[config.mk]
export PLATFORM = sky130hd
export DESIGN_NAME = dac_ramp_ctrl
export DESIGN_NICKNAME = d
export VERILOG_FILES = /design/src/rtl/dac_pkg.sv /design/src/rtl/dac_ramp_ctrl.sv
export SDC_FILE = /design/constraint.sdc
export NUM_CORES = 1
export LEC_CHECK = 0
export CAP_MARGIN = 20
export CORE_ASPECT_RATIO = 1.5
export CORE_MARGIN = 2
export CORE_UTILIZATION = 29
export DETAILED_ROUTE_END_ITERATION = 8
export GPL_TIMING_DRIVEN = 0
export PLACE_DENSITY_LB_ADDON = 0.08
export SLEW_MARGIN = 5
export SYNTH_ARGS = -nofsm -noshare
export SYNTH_HDL_FRONTEND = slang
export SYNTH_SLANG_ARGS = --single-unit
[constraint.sdc]
create_clock -name clk -period 9.6 [get_ports clk]
set_input_delay 1.92 -clock clk [delete_from_list [all_inputs] [get_ports clk]]
set_output_delay 1.92 -clock clk [all_outputs]
set_load 0.05 [all_outputs]
[src/rtl/dac_pkg.sv]
// Shared definitions for the AD5328 setpoint path: DAC word layout and the
// ramp controller state encoding.
package dac_pkg;

   localparam int DATA_W   = 12;
   localparam int ADDR_LSB = 12;
   localparam int ADDR_W   = 3;
   localparam int CTRL_BIT = 15;

   typedef enum logic [1:0] {
      S_STARTUP,
      S_IDLE,
      S_ISSUE,
      S_WAIT
   } state_t;

endpackage

[src/rtl/dac_ramp_ctrl.sv]
// Slews the DAC code toward a clamped target in bounded steps, one formatted
// AD5328 write per step, with a fixed initial write after reset.
module dac_ramp_ctrl
   import dac_pkg::*;
#(
   parameter logic [2:0]  CHAN      = 3'd0,
   parameter int          STEP      = 16,
   parameter int          INTERVAL  = 2000,
   parameter int          STARTUP   = 200,
   parameter logic [11:0] INIT_CODE = 12'd0,
   parameter logic [11:0] CODE_MIN  = 12'd0,
   parameter logic [11:0] CODE_MAX  = 12'd4095
) (
   input  logic        clk,
   input  logic        rst_n,
   input  logic        target_load,
   input  logic [15:0] target_value,
   output logic        dac_set,
   output logic [15:0] dac_value,
   output logic        busy,
   output logic        at_target
);

   localparam int          CNT_MAX  = (STARTUP > INTERVAL) ? STARTUP : INTERVAL;
   localparam int          CNT_W    = $clog2(CNT_MAX + 1);
   localparam logic [12:0] STEP_LIM = (STEP >= 4095) ? 13'd4095 : 13'(STEP);

   state_t            state_reg, state_next;
   logic [CNT_W-1:0]  cnt_reg, cnt_next;
   logic [11:0]       cur_reg, cur_next;
   logic [11:0]       tgt_reg, tgt_next;
   logic              dac_set_next, at_target_next;
   logic [15:0]       dac_value_next;

   logic [11:0] req_code, lo_clamped, clamped;
   logic [12:0] up_diff, down_diff, up_step, down_step;
   logic [11:0] step_code;

   assign req_code = target_value[11:0];

   // Clamp comparisons are only built when the bound is not the full range.
   generate
      if (CODE_MIN == 12'd0) begin : g_no_min
         assign lo_clamped = req_code;
      end else begin : g_min
         assign lo_clamped = (req_code < CODE_MIN) ? CODE_MIN : req_code;
      end
      if (CODE_MAX == 12'd4095) begin : g_no_max
         assign clamped = lo_clamped;
      end else begin : g_max
         assign clamped = (lo_clamped > CODE_MAX) ? CODE_MAX : lo_clamped;
      end
   endgenerate

   // 13-bit differences so the final step lands on the target without wrap.
   assign up_diff   = {1'b0, tgt_reg} - {1'b0, cur_reg};
   assign down_diff = {1'b0, cur_reg} - {1'b0, tgt_reg};
   assign up_step   = (up_diff > STEP_LIM) ? STEP_LIM : up_diff;
   assign down_step = (down_diff > STEP_LIM) ? STEP_LIM : down_diff;

   always_comb begin
      step_code = cur_reg;
      if (tgt_reg > cur_reg) begin
         step_code = 12'({1'b0, cur_reg} + up_step);
      end else if (tgt_reg < cur_reg) begin
         step_code = 12'({1'b0, cur_reg} - down_step);
      end
   end

   always_ff @(posedge clk or negedge rst_n) begin
      if (!rst_n) begin
         state_reg <= S_STARTUP;
         cnt_reg   <= '0;
         cur_reg   <= INIT_CODE;
         tgt_reg   <= INIT_CODE;
      end else begin
         state_reg <= state_next;
         cnt_reg   <= cnt_next;
         cur_reg   <= cur_next;
         tgt_reg   <= tgt_next;
      end
   end

   always_comb begin
      state_next = state_reg;
      cnt_next   = cnt_reg;
      cur_next   = cur_reg;
      tgt_next   = target_load ? clamped : tgt_reg;
      case (state_reg)
         S_STARTUP: begin
            if (cnt_reg == CNT_W'(STARTUP - 1)) begin
               state_next = S_ISSUE;
               cnt_next   = '0;
               cur_next   = INIT_CODE;
            end else begin
               cnt_next = cnt_reg + 1'b1;
            end
         end
         S_IDLE: begin
            if (cur_reg != tgt_reg) begin
               state_next = S_ISSUE;
               cur_next   = step_code;
            end
         end
         S_ISSUE: begin
            state_next = S_WAIT;
            cnt_next   = '0;
         end
         S_WAIT: begin
            if (cnt_reg == CNT_W'(INTERVAL - 1)) begin
               state_next = S_IDLE;
               cnt_next   = '0;
            end else begin
               cnt_next = cnt_reg + 1'b1;
            end
         end
         default: state_next = S_STARTUP;
      endcase
   end

   // Outputs are derived from next-state values so every flag is registered.
   always_comb begin
      dac_set_next   = (state_next == S_ISSUE);
      at_target_next = (state_next == S_IDLE) && (cur_next == tgt_next);
      dac_value_next = '0;
      dac_value_next[CTRL_BIT]              = 1'b0;
      dac_value_next[ADDR_LSB +: ADDR_W]    = CHAN;
      dac_value_next[DATA_W-1:0]            = cur_next;
   end

   always_ff @(posedge clk or negedge rst_n) begin
      if (!rst_n) begin
         dac_set   <= 1'b0;
         dac_value <= {1'b0, CHAN, INIT_CODE};
         busy      <= 1'b1;
         at_target <= 1'b0;
      end else begin
         dac_set   <= dac_set_next;
         dac_value <= dac_value_next;
         busy      <= ~at_target_next;
         at_target <= at_target_next;
      end
   end

endmodule
Yosys cells after proc, flatten, opt, wreduce, memory -nomap -nowiden. Index checks and enable logic that the tools add are counted.

Reductions and logical operators: 3. $lt $le $gt $ge: 4. Shift-type cells: 0. Divide/modulo/power cells: 0. Bitwise logic cells: 1. $add $sub $neg: 5. Multiplexer cells: 15. Multipliers: 0. Equal/unequal tests: 9.

Operator list (number): two-way mux 12 bit (7); case mux 11 bit (3 select lines) (1); > comparator 13 x 5 -> 1 bit (second input constant) (2); subtractor 12 x 12 -> 13 bit (2); case mux 12 bit (2 select lines) (1); two-way mux 11 bit (2); adder 12 bit (1); == test 12 bit (1); > comparator 12 bit (1); < comparator 12 bit (1); inequality test 12 bit (1); subtractor 12 bit (1); adder 11 x 1 -> 11 bit (second input constant) (1); == test 11 bit (second input constant) (1); == test 11 x 8 -> 1 bit (second input constant) (1); case mux 2 bit (4 select lines) (1); == test 2 bit (second input constant) (3); two-way mux 2 bit (3); == test 2 x 1 -> 1 bit (second input constant) (2); nonzero test 3 bit (1); zero test 2 bit (1); logical AND 1 bit (1); inverter 1 bit (1).

Memories: 0. Input bits: 19. Memory bits (read-only): 0. Register bits after elaboration: 40. Output and inout port bits: 19. Bits in writable memories: 0. Bits in latches: 0. Word-level logic and storage cells: 44.

Depth between registers and ports, before layout.
Word-level depth: 11. Depth in mapped cells: 22.

Worst setup path before layout. No wires, ideal clock.

Path kind: reg-to-reg. From: register dac_value[1] (netlist name). To: register at_target. Period minus slack after synthesis: 5.360 ns. Arrival time: 5.292 ns. Stages on the path, launching flop included: 22. Slack: 4.240 ns. Required time: 9.532 ns. Cell sequence: dfrtp_1 inv_1 ha_1 and2b_1 o2111ai_2 a2111oi_1 or3_1 a211oi_2 nor4b_1 nand2_1 fa_1 a211oi_1 o21bai_1 a21oi_1 a21oi_1 a31oi_1 mux2i_1 a2111oi_4 xnor2_1 nor4b_2 o2111a_1 and4_1.

RTL lines: end signal, assigned (line dac_ramp_ctrl.sv:141) `at_target <= at_target_next;`; end, declared (line dac_ramp_ctrl.sv:21) `output logic at_target`.

==> impl_metrics.tcl <==
set metrics [dict create \
    cap_viol_max_count 0 \
    avgViaCountPerCell 5.23 \
    rsz0062_at_grt "false" \
    nNetsFinal 695 \
    combPwrFrac 0.343 \
    wl_per_cell_um 18.4 \
    wl_mm 15.3 \
    clock.fmax_ghz 0.154 \
    die_area_um2 16900 \
    grt_pass1_wl_mm 24.0 \
    ir_worst_vdd_mv 0.0958 \
    worst_slew_pin_slew_ns 0.607 \
    ys_warn_count 0 \
    power_switching_uw 203 \
    firstDrtPassIters 4 \
    antenna_found_initial 0 \
    cts-root-buf "clkbuf_16" \
    buffer_ports.inserted 29 \
    die_w_um 107 \
    first_global_vias 4378 \
    area_growth_pct 17.3 \
    hold_class "flip-flop to flip-flop" \
    rows 56 \
    mostFrequentLayoutCell "nand2_1" \
    tritoncts "built" \
    seq_area_frac_synth 0.218 \
    ys_types 80 \
    grt_overflow 0 \
    status "finished clean" \
    place.gp.congestion 0.859 \
    swShare 0.343 \
    crit_path_start "dac_value[1]$_DFF_PN0_" \
    syn-mean-instance-area_um2 7.97 \
    pwr-share-seq 0.305 \
    criticalPathCategory "flip-flop to flip-flop" \
    holdBufCountCts 0 \
    grt_use_total 0.187 \
    path_clk_slew_ns 0.06 \
    layout_common_cells "nand2_1, nor2_1, ha_1" \
    n_antenna_cell 0 \
    r2r_start "dac_value[1]$_DFF_PN0_" \
    seq_area_um2 1000 \
    via_count 4344 \
    antenna_left 0 \
    p_int_uw 388 \
    finalSetupViolCount 0 \
    maxSlewHeadroom 0.595 \
    initial_core_util 0.295 \
    die_y_um 158 \
    drt-initial-drc-count 193 \
    worstSetupStartpointType "flip-flop" \
    cts_sinks 40 \
    core_area_um2 15600 \
    htreeDepth 2 \
    dp_hpwl_mm 12.6 \
    synth_ff_type "dfrtp_1" \
    pwr_density_cell_nw_per_um2 110 \
    synth-edff-count 0 \
    remaining_drc_errors 0 \
    syn_area_um2 4590 \
    finalMaxSlewViolations 0 \
    hold_viol 0 \
    clockBufferDepth 2 \
    dp.cells 823 \
    cts_resized 0 \
    skew_ns 0.00616 \
    grt_max_degree 34 \
    io_pins 38 \
    netlist_instances 576 \
    cts_buffers 5 \
    leakage_uw 0.00239 \
    drive_above_1_share 0.0780 \
    fill_cells 1713 \
    period_minus_slack_ns 6.49 \
    holdCritStartpoint "cnt_reg[1]$_DFFE_PN0P_" \
    cp_max_fo 9 \
    fin_tns_setup_ns 0 \
    ys_ff_latch 40 \
    post-cts-setup-buffers 0 \
    endpoint_kind "flip-flop" \
    crit_required_ns 9.82 \
    clockPowerShare 0.352 \
    instances_no_fill 831 \
    clkLatencyLatePin_ns 0.29 \
    synth_async_sr_flop_share 1.00 \
    final.period_utilization 0.676 \
    arrival_ns 6.70 \
    multi_input_area_um2 3360 \
]
routing by layer:
layer	track usage	vias to the layer above	wire length, µm
met4	0.0736	0	501
li1	-	2171	-
met3	0.0152	23	238
met5	0	-	0
met2	0.357	54	8110
met1	0.214	2096	6450
critical path: stages (launching register included):
cell,delay [ns]
dfrtp_1,0.60
inv_1,0.15
ha_1,0.37
and2b_1,0.18
o2111ai_2,0.25
a2111oi_1,0.52
o21ai_0,0.17
a211oi_2,0.42
nor4b_1,0.54
nand2_1,0.13
fa_1,0.45
a211oi_1,0.24
o21bai_1,0.18
a21oi_1,0.27
a21oi_1,0.14
a31oi_1,0.30
mux2i_1,0.17
a2111oi_4,0.36
xnor2_1,0.19
nor4b_2,0.29
o2111a_1,0.28
and4_1,0.22
power by group through the flow:
stage | combinational, µW | clock, µW | sequential [µW]
after floorplan | 142 | 0 | 184
after global placement | 201 | 0 | 183
after detailed placement | 201 | 0 | 183
after CTS | 202 | 214 | 180
after global routing | 223 | 220 | 181
final | 203 | 208 | 180
cells by family after synthesis:
family | share of synthesized area
AND/OR/NAND/NOR | 0.228
multiplexers | 0.0226
AO/OA/AOI/OAI | 0.267
buffers and inverters | 0.0610
flip-flops | 0.218
XOR/XNOR | 0.0610
adder cells (fa/ha/maj) | 0.140
other | 0.00164
final timing paths:
kind / end / slack, ns / cells after the start
max: at_target$_DFF_PN0_ / 3.11 / 21
min: cnt_reg[1]$_DFFE_PN0P_ / 0.51 / 2
max reg2reg: at_target$_DFF_PN0_ / 3.11 / 21
min reg2reg: cnt_reg[1]$_DFFE_PN0P_ / 0.51 / 2
max in group asynchronous: busy$_DFF_PN1_ / 7.60 / 2
min in group asynchronous: cnt_reg[0]$_DFFE_PN0P_ / 1.48 / 1
layout make-up:
type	count	share of cell area
Multi-Input combinational cell	492	0.624
Inverter	37	0.0258
Clock buffer	7	0.0283
Timing Repair Buffer	30	0.0567
Sequential cell	40	0.186
Tap cell	203	0.0471
Buffer	21	0.0262
Clock inverter	1	0.00557
through the flow:
step	total power (µW)	hold slack, ns	cell area, µm²	util	setup slack, ns
after global routing	624	0.563	5390	0.346	2.58
after detailed placement	384	0.494	5200	0.335	3.01
after CTS	596	0.507	5390	0.346	2.98
after global placement	384	0.489	5190	0.334	3.07
final	591	0.509	5390	0.346	3.11
after floorplan	326	0.465	4650	-	4.24
Yosys cell counts, drive strengths merged, types with 3 or more instances:
| library cell | number | share of area |
|---|---|---|
| a31oi | 6 | 0.0082 |
| or3 | 7 | 0.011 |
| a21oi | 41 | 0.050 |
| o21ai | 41 | 0.045 |
| mux2i | 8 | 0.020 |
| o211ai | 7 | 0.011 |
| nor4b | 3 | 0.010 |
| nand2b | 8 | 0.011 |
| nand4 | 10 | 0.014 |
| buf | 15 | 0.026 |
| a21o | 26 | 0.042 |
| nor2 | 53 | 0.044 |
| clkbuf | 6 | 0.0049 |
| a211oi | 9 | 0.019 |
| o31ai | 3 | 0.0049 |
| nor4 | 3 | 0.0041 |
| inv | 37 | 0.030 |
| and2 | 5 | 0.0068 |
| nand2 | 68 | 0.056 |
| and3 | 3 | 0.0041 |
| o21a | 6 | 0.0098 |
| xnor2 | 17 | 0.032 |
| and4 | 4 | 0.0076 |
| fa | 4 | 0.017 |
| nand3 | 21 | 0.023 |
| nor3 | 13 | 0.015 |
| a22oi | 3 | 0.0049 |
| xor2 | 15 | 0.029 |
| dfrtp | 39 | 0.21 |
| nand3b | 3 | 0.0049 |
| ha | 45 | 0.12 |
Power figures use the tool's default switching activity.
